## src/rtl/gb80_register_file_paired_if.sv

```systemverilog
// Bus bundle for the paired gb80 register file: byte write port, two read
// ports, and the 16-bit pair port with its wrap flag.
interface gb80_register_file_paired_if #(
   parameter int unsigned DATA_WIDTH = 8,
   parameter int unsigned ADDR_WIDTH = 3
);
   logic                      i_wr_en;
   logic [ADDR_WIDTH-1:0]     i_wr_addr;
   logic [DATA_WIDTH-1:0]     i_data;
   logic                      i_rd_en_a;
   logic                      i_rd_en_b;
   logic [ADDR_WIDTH-1:0]     i_rd_addr_a;
   logic [ADDR_WIDTH-1:0]     i_rd_addr_b;
   logic [DATA_WIDTH-1:0]     o_data_a;
   logic [DATA_WIDTH-1:0]     o_data_b;
   logic [ADDR_WIDTH-2:0]     i_pair_sel;
   logic [1:0]                i_pair_op;
   logic [2*DATA_WIDTH-1:0]   i_pair_data;
   logic [2*DATA_WIDTH-1:0]   o_pair_data;
   logic                      o_pair_wrap;

   modport master (
      output i_wr_en, i_wr_addr, i_data,
      output i_rd_en_a, i_rd_en_b, i_rd_addr_a, i_rd_addr_b,
      output i_pair_sel, i_pair_op, i_pair_data,
      input  o_data_a, o_data_b, o_pair_data, o_pair_wrap
   );

   modport slave (
      input  i_wr_en, i_wr_addr, i_data,
      input  i_rd_en_a, i_rd_en_b, i_rd_addr_a, i_rd_addr_b,
      input  i_pair_sel, i_pair_op, i_pair_data,
      output o_data_a, o_data_b, o_pair_data, o_pair_wrap
   );
endinterface

```

## src/rtl/gb80_register_file_paired.sv

```systemverilog
// Byte register bank with two zero-when-idle read ports, one byte write
// port and a 16-bit pair port with post-increment/decrement/load.
module gb80_register_file_paired #(
   parameter int unsigned DATA_WIDTH = 8,
   parameter int unsigned ADDR_WIDTH = 3,
   parameter int unsigned NUM_REGS   = 8
) (
   input logic i_clk,
   input logic i_reset,
   gb80_register_file_paired_if.slave bus
);
   localparam int unsigned PW = 2 * DATA_WIDTH;
   localparam logic [ADDR_WIDTH:0] NUM_REGS_W = NUM_REGS[ADDR_WIDTH:0];
   localparam logic [PW-1:0] ONE = PW'(1);

   typedef enum logic [1:0] {
      OP_HOLD = 2'b00,
      OP_INC  = 2'b01,
      OP_DEC  = 2'b10,
      OP_LOAD = 2'b11
   } pair_op_e;

   logic [DATA_WIDTH-1:0] regs [NUM_REGS];
   logic [ADDR_WIDTH-1:0] hi_idx;
   logic [ADDR_WIDTH-1:0] lo_idx;
   logic                  pair_valid;
   logic                  wr_valid;
   logic [PW-1:0]         pair_cur;
   logic [PW-1:0]         pair_next;
   logic                  wrap_next;
   logic                  wrap_q;
   pair_op_e              op;

   assign op         = pair_op_e'(bus.i_pair_op);
   assign hi_idx     = {bus.i_pair_sel, 1'b0};
   assign lo_idx     = {bus.i_pair_sel, 1'b1};
   assign pair_valid = ({1'b0, hi_idx} < NUM_REGS_W);
   assign wr_valid   = bus.i_wr_en && ({1'b0, bus.i_wr_addr} < NUM_REGS_W);

   // Read ports: zero when disabled or addressing an unimplemented register.
   always_comb begin
      bus.o_data_a = '0;
      bus.o_data_b = '0;
      if (bus.i_rd_en_a && ({1'b0, bus.i_rd_addr_a} < NUM_REGS_W))
         bus.o_data_a = regs[bus.i_rd_addr_a];
      if (bus.i_rd_en_b && ({1'b0, bus.i_rd_addr_b} < NUM_REGS_W))
         bus.o_data_b = regs[bus.i_rd_addr_b];
   end

   // Pair unit: current value, next value and wrap detection.
   always_comb begin
      pair_cur  = '0;
      pair_next = '0;
      wrap_next = 1'b0;
      if (pair_valid) begin
         pair_cur = {regs[hi_idx], regs[lo_idx]};
         unique case (op)
            OP_INC: begin
               pair_next = pair_cur + ONE;
               wrap_next = (pair_cur == '1);
            end
            OP_DEC: begin
               pair_next = pair_cur - ONE;
               wrap_next = (pair_cur == '0);
            end
            OP_LOAD: pair_next = bus.i_pair_data;
            default: pair_next = pair_cur;
         endcase
      end
   end

   assign bus.o_pair_data = pair_cur;
   assign bus.o_pair_wrap = wrap_q;

   // Register update; the byte write is scheduled after the pair update so it
   // overrides the colliding byte while the other byte keeps the pair result.
   always_ff @(posedge i_clk or negedge i_reset) begin
      if (!i_reset) begin
         for (int unsigned i = 0; i < NUM_REGS; i++)
            regs[i] <= '0;
         wrap_q <= 1'b0;
      end else begin
         wrap_q <= wrap_next;
         if (pair_valid && (op != OP_HOLD)) begin
            regs[hi_idx] <= pair_next[PW-1:DATA_WIDTH];
            regs[lo_idx] <= pair_next[DATA_WIDTH-1:0];
         end
         if (wr_valid)
            regs[bus.i_wr_addr] <= bus.i_data;
      end
   end
endmodule
```

## src/flat_wrapper.sv

```systemverilog
// flat-port wrapper written by rule: the top's interface ports become plain ports
module gb80_register_file_paired_flat 
#(
   parameter int unsigned DATA_WIDTH = 8,
   parameter int unsigned ADDR_WIDTH = 3,
   parameter int unsigned NUM_REGS   = 8
)
  (i_clk, i_reset, bus_i_wr_en, bus_i_wr_addr, bus_i_data, bus_i_rd_en_a, bus_i_rd_en_b, bus_i_rd_addr_a, bus_i_rd_addr_b, bus_i_pair_sel, bus_i_pair_op, bus_i_pair_data, bus_o_data_a, bus_o_data_b, bus_o_pair_data, bus_o_pair_wrap);
  gb80_register_file_paired_if #(.DATA_WIDTH(DATA_WIDTH), .ADDR_WIDTH(ADDR_WIDTH)) bus_i ();
  input logic i_clk;
  input logic i_reset;
  input wire logic [$bits(bus_i.i_wr_en)-1:0] bus_i_wr_en;
  input wire logic [$bits(bus_i.i_wr_addr)-1:0] bus_i_wr_addr;
  input wire logic [$bits(bus_i.i_data)-1:0] bus_i_data;
  input wire logic [$bits(bus_i.i_rd_en_a)-1:0] bus_i_rd_en_a;
  input wire logic [$bits(bus_i.i_rd_en_b)-1:0] bus_i_rd_en_b;
  input wire logic [$bits(bus_i.i_rd_addr_a)-1:0] bus_i_rd_addr_a;
  input wire logic [$bits(bus_i.i_rd_addr_b)-1:0] bus_i_rd_addr_b;
  input wire logic [$bits(bus_i.i_pair_sel)-1:0] bus_i_pair_sel;
  input wire logic [$bits(bus_i.i_pair_op)-1:0] bus_i_pair_op;
  input wire logic [$bits(bus_i.i_pair_data)-1:0] bus_i_pair_data;
  output wire logic [$bits(bus_i.o_data_a)-1:0] bus_o_data_a;
  output wire logic [$bits(bus_i.o_data_b)-1:0] bus_o_data_b;
  output wire logic [$bits(bus_i.o_pair_data)-1:0] bus_o_pair_data;
  output wire logic [$bits(bus_i.o_pair_wrap)-1:0] bus_o_pair_wrap;
  assign bus_i.i_wr_en = bus_i_wr_en;
  assign bus_i.i_wr_addr = bus_i_wr_addr;
  assign bus_i.i_data = bus_i_data;
  assign bus_i.i_rd_en_a = bus_i_rd_en_a;
  assign bus_i.i_rd_en_b = bus_i_rd_en_b;
  assign bus_i.i_rd_addr_a = bus_i_rd_addr_a;
  assign bus_i.i_rd_addr_b = bus_i_rd_addr_b;
  assign bus_i.i_pair_sel = bus_i_pair_sel;
  assign bus_i.i_pair_op = bus_i_pair_op;
  assign bus_i.i_pair_data = bus_i_pair_data;
  assign bus_o_data_a = bus_i.o_data_a;
  assign bus_o_data_b = bus_i.o_data_b;
  assign bus_o_pair_data = bus_i.o_pair_data;
  assign bus_o_pair_wrap = bus_i.o_pair_wrap;
  gb80_register_file_paired #(.DATA_WIDTH(DATA_WIDTH), .ADDR_WIDTH(ADDR_WIDTH), .NUM_REGS(NUM_REGS)) u_core (.i_clk(i_clk), .i_reset(i_reset), .bus(bus_i));
endmodule
```

## config.mk

```make
export PLATFORM = sky130hd
export DESIGN_NAME = gb80_register_file_paired_flat
export DESIGN_NICKNAME = d
export VERILOG_FILES = /design/src/rtl/gb80_register_file_paired_if.sv /design/src/rtl/gb80_register_file_paired.sv /design/src/flat_wrapper.sv
export SDC_FILE = /design/constraint.sdc
export NUM_CORES = 1
export LEC_CHECK = 0
export ABC_AREA = 1
export CORE_MARGIN = 4
export CORE_UTILIZATION = 50
export DETAILED_ROUTE_END_ITERATION = 6
export PLACE_DENSITY = 0.71
export SYNTH_ARGS = -nofsm -noshare
export SYNTH_HDL_FRONTEND = slang
export SYNTH_SLANG_ARGS = --single-unit
```

## constraint.sdc

```tcl
create_clock -name i_clk -period 6.2 [get_ports i_clk]
set_input_delay 0.93 -clock i_clk [delete_from_list [all_inputs] [get_ports i_clk]]
set_output_delay 0.93 -clock i_clk [all_outputs]
set_load 0.01 [all_outputs]
```

==> results.json <==
{
  "hold_end": "u_core.regs[21]$_DFF_PN0_",
  "multi_input_area_um2": 3590,
  "critPathRequiredTime_ps": 5270,
  "place.gp.congestion": 1.02,
  "synthMuxAreaShare": 0,
  "drc": 0,
  "clock_path_buffers": 2,
  "p_leak_uw": 0.00321,
  "status": "finished clean",
  "synth_top_family_by_area": "compound AO/OA/AOI/OAI gates",
  "cp.arrival_ps": 3520,
  "syn_to_final_growth_pct": 17.6,
  "firstDrtPassIters": 6,
  "power.density_cell_area_nw_per_um2": 281,
  "dieHeight_um": 117,
  "antenna_left": 0,
  "worstSetupPathType": "input port to output port",
  "initial_utilization": 0.515,
  "grt_max_degree": 66,
  "wire_per_inst_um": 21.6,
  "clock_latency_ps": 350,
  "cap_violations": 0,
  "syn_area_um2": 5900,
  "irDropWorstVdd_v": 0.000222,
  "synth_top_flop_cell": "dfrtp_1",
  "routed_wl_mm": 23.6,
  "ios": 75,
  "grt_usage": 0.356,
  "yosys-top-cells-count": "a21oi_1 (149), o21ai_0 (128), nand2_1 (125), inv_1 (115), nor2_1 (84)",
  "r2r_cells": 15,
  "max_slew.worst_pin.slew_ps": 1100,
  "grt_pass1_vias": 6354,
  "cts_root_buffer": "clkbuf_16",
  "fin_crit_sh": 0.718,
  "die_w_um": 117,
  "synth-xor-area-share": 0.00148,
  "whs_path_depth": 2,
  "end_kind": "output port",
  "timing.fmax_mhz": 225,
  "vias_per_cell": 6.31,
  "grt_pass1_wl_mm": 36.4,
  "holdWs_ps": 596,
  "overflow": 0,
  "antenna_cells": 0,
  "power_uw": 1950,
  "core_um2": 11500,
  "clk_pin_slew_ps": 50,
  "cts_tree": "built",
  "cts_max_level": 3,
  "hold_path.class": "flop to flop",
  "yosys_warnings": 0,
  "internal-power_uw": 1100,
  "synth_compound_area_frac": 0.352,
  "vias": 6896,
  "p_comb_frac": 0.433,
  "portBuffers": 74,
  "synth-seq-cells": 65,
  "min_from": "u_core.regs[21]$_DFF_PN0_",
  "clock_skew_ps": 6.13,
  "synth_cell_types": 46,
  "synth-edff-count": 0,
  "fin_crit_ps": 4450,
  "synthAdderAreaFrac": 0.0416,
  "nets": 1007,
  "grt_antenna_before_repair": 0,
  "r2r_end": "u_core.regs[46]$_DFF_PN0_",
  "regArea_um2": 1630,
  "synth.area.top_cells": "dfrtp_1 (28%), a21oi_1 (13%), o21ai_0 (11%), nand2_1 (7.9%), inv_1 (7.3%)",
  "synthSimpleGateAreaFrac": 0.213,
  "postCtsSetupBuffers": 0,
  "max-slew-margin-rel": 0.266,
  "setup_violations": 0,
  "synth_top_area_share": 0.276,
  "rsz0062_at_grt": "no",
  "pwr-share-seq": 0.323,
  "postSynthCellCount": 898,
  "row_count": 39,
  "dieArea_um2": 13600,
  "switchingPower_uw": 853,
  "post_route_cells_drive_above_1_share": 0.0905,
  "pwr-share-clk": 0.245,
  "maxSlewViolCount": 0,
  "setup.worst_path.start_class": "input port",
  "reg2reg_from": "u_core.regs[43]$_DFF_PN0_",
  "hold_viol_final": 0,
  "dp_hpwl_mm": 17.7,
  "cts_hold_buf": 0,
  "nFillCells": 1093,
  "cp_max_fo": 35,
  "swShare": 0.438,
  "tns_ps": 0,
  "drt-initial-drc-count": 1125,
  "synth-seq-area-share": 0.276,
  "synth_nets": 959,
  "cts_buffers": 9,
  "cts_sinks": 65,
  "reg2reg_slack_ps": 3300,
  "synthArstFlopShare": 1.00,
  "synthMostInstantiatedCell": "a21oi_1",
  "yosysTopAreaCell": "dfrtp_1",
  "post_cts_resized": 0,
  "synth.avg_cell_area_um2": 6.57
}
layout make-up:
class | count | area share
Tap cell | 143 | 0.0258
Inverter | 121 | 0.0662
Sequential cell | 65 | 0.234
Clock buffer | 9 | 0.0325
Clock inverter | 6 | 0.00631
Timing Repair Buffer | 85 | 0.118
Multi-Input combinational cell | 664 | 0.517
power by group through the flow:
stage                     Clock (µW)  Combinational, µW  Sequential, µW
after global placement             0                807             626
final                            477                843             629
after detailed placement           0                820             625
after CTS                        479                825             618
after floorplan                    0                542             573
after global routing             497                927             633
flip-flops by register name (all words and copies together), names as in the netlist:
signal	flops
u_core.regs	64
u_core.bus.o_pair_wrap	1
cell families after synthesis:
group,count (synthesis)
AO/OA/AOI/OAI,365
XOR/XNOR,1
adder cells (fa/ha/maj),19
buffers and inverters,169
flip-flops,65
AND/OR/NAND/NOR,279
stage by stage:
stage	util	instance area, µm²	worst slack (ps)	cells
3_5_place_dp	0.582	6670	1680	1078
5_1_grt	0.605	6940	1510	1093
6_report	0.605	6940	1750	1093
3_3_place_gp	0.582	6670	1720	1078
4_1_cts	0.605	6940	1790	1093
2_1_floorplan	-	5900	2960	898
routing by layer:
metal	track usage	routed length (µm)	up-vias
met3	0.104	3040	78
li1	-	-	3145
met5	0	0	-
met4	0.160	1010	0
met2	0.532	10200	463
met1	0.478	9360	3210
worst max path at each step:
stage,end,slack [ps],cells past startpoint,start
after floorplan,u_core.regs[14]$_DFF_PN0_,2960,18,bus_i_pair_sel[1]
after global placement,u_core.regs[14]$_DFF_PN0_,1720,17,bus_i_pair_sel[0]
after detailed placement,u_core.regs[14]$_DFF_PN0_,1680,17,bus_i_pair_sel[0]
after CTS,bus_o_pair_data[11],1790,6,bus_i_pair_sel[0]
after global routing,bus_o_data_b[2],1510,9,bus_i_rd_addr_b[0]
final,bus_o_data_b[2],1750,9,bus_i_rd_addr_b[0]
cell usage in the layout (no fill, tap or decap), types with 9 or more instances in the layout:
cell	Yosys	routed
a21oi_1	149	149
o21ai_0	128	128
nand2_1	125	125
inv_1	115	115
nor2_1	84	84
clkdlybuf4s50_1	0	73
dfrtp_1	65	65
nand3_1	29	29
a22oi_1	21	21
ha_1	18	18
a31oi_1	16	16
a21oi_2	16	16
nand2_2	15	15
buf_4	3	11
clkbuf_16	0	9
worst max-delay path, stage by stage:
cell and delay (ps):
clkdlybuf4s50_1 460, buf_4 320, inv_1 450, a21oi_1 260, o21ai_0 110, nand3_1 110, nand2_1 60, a31oi_1 220
clkdlybuf4s50_1 580
No activity file was read; power rests on OpenSTA's default activity.
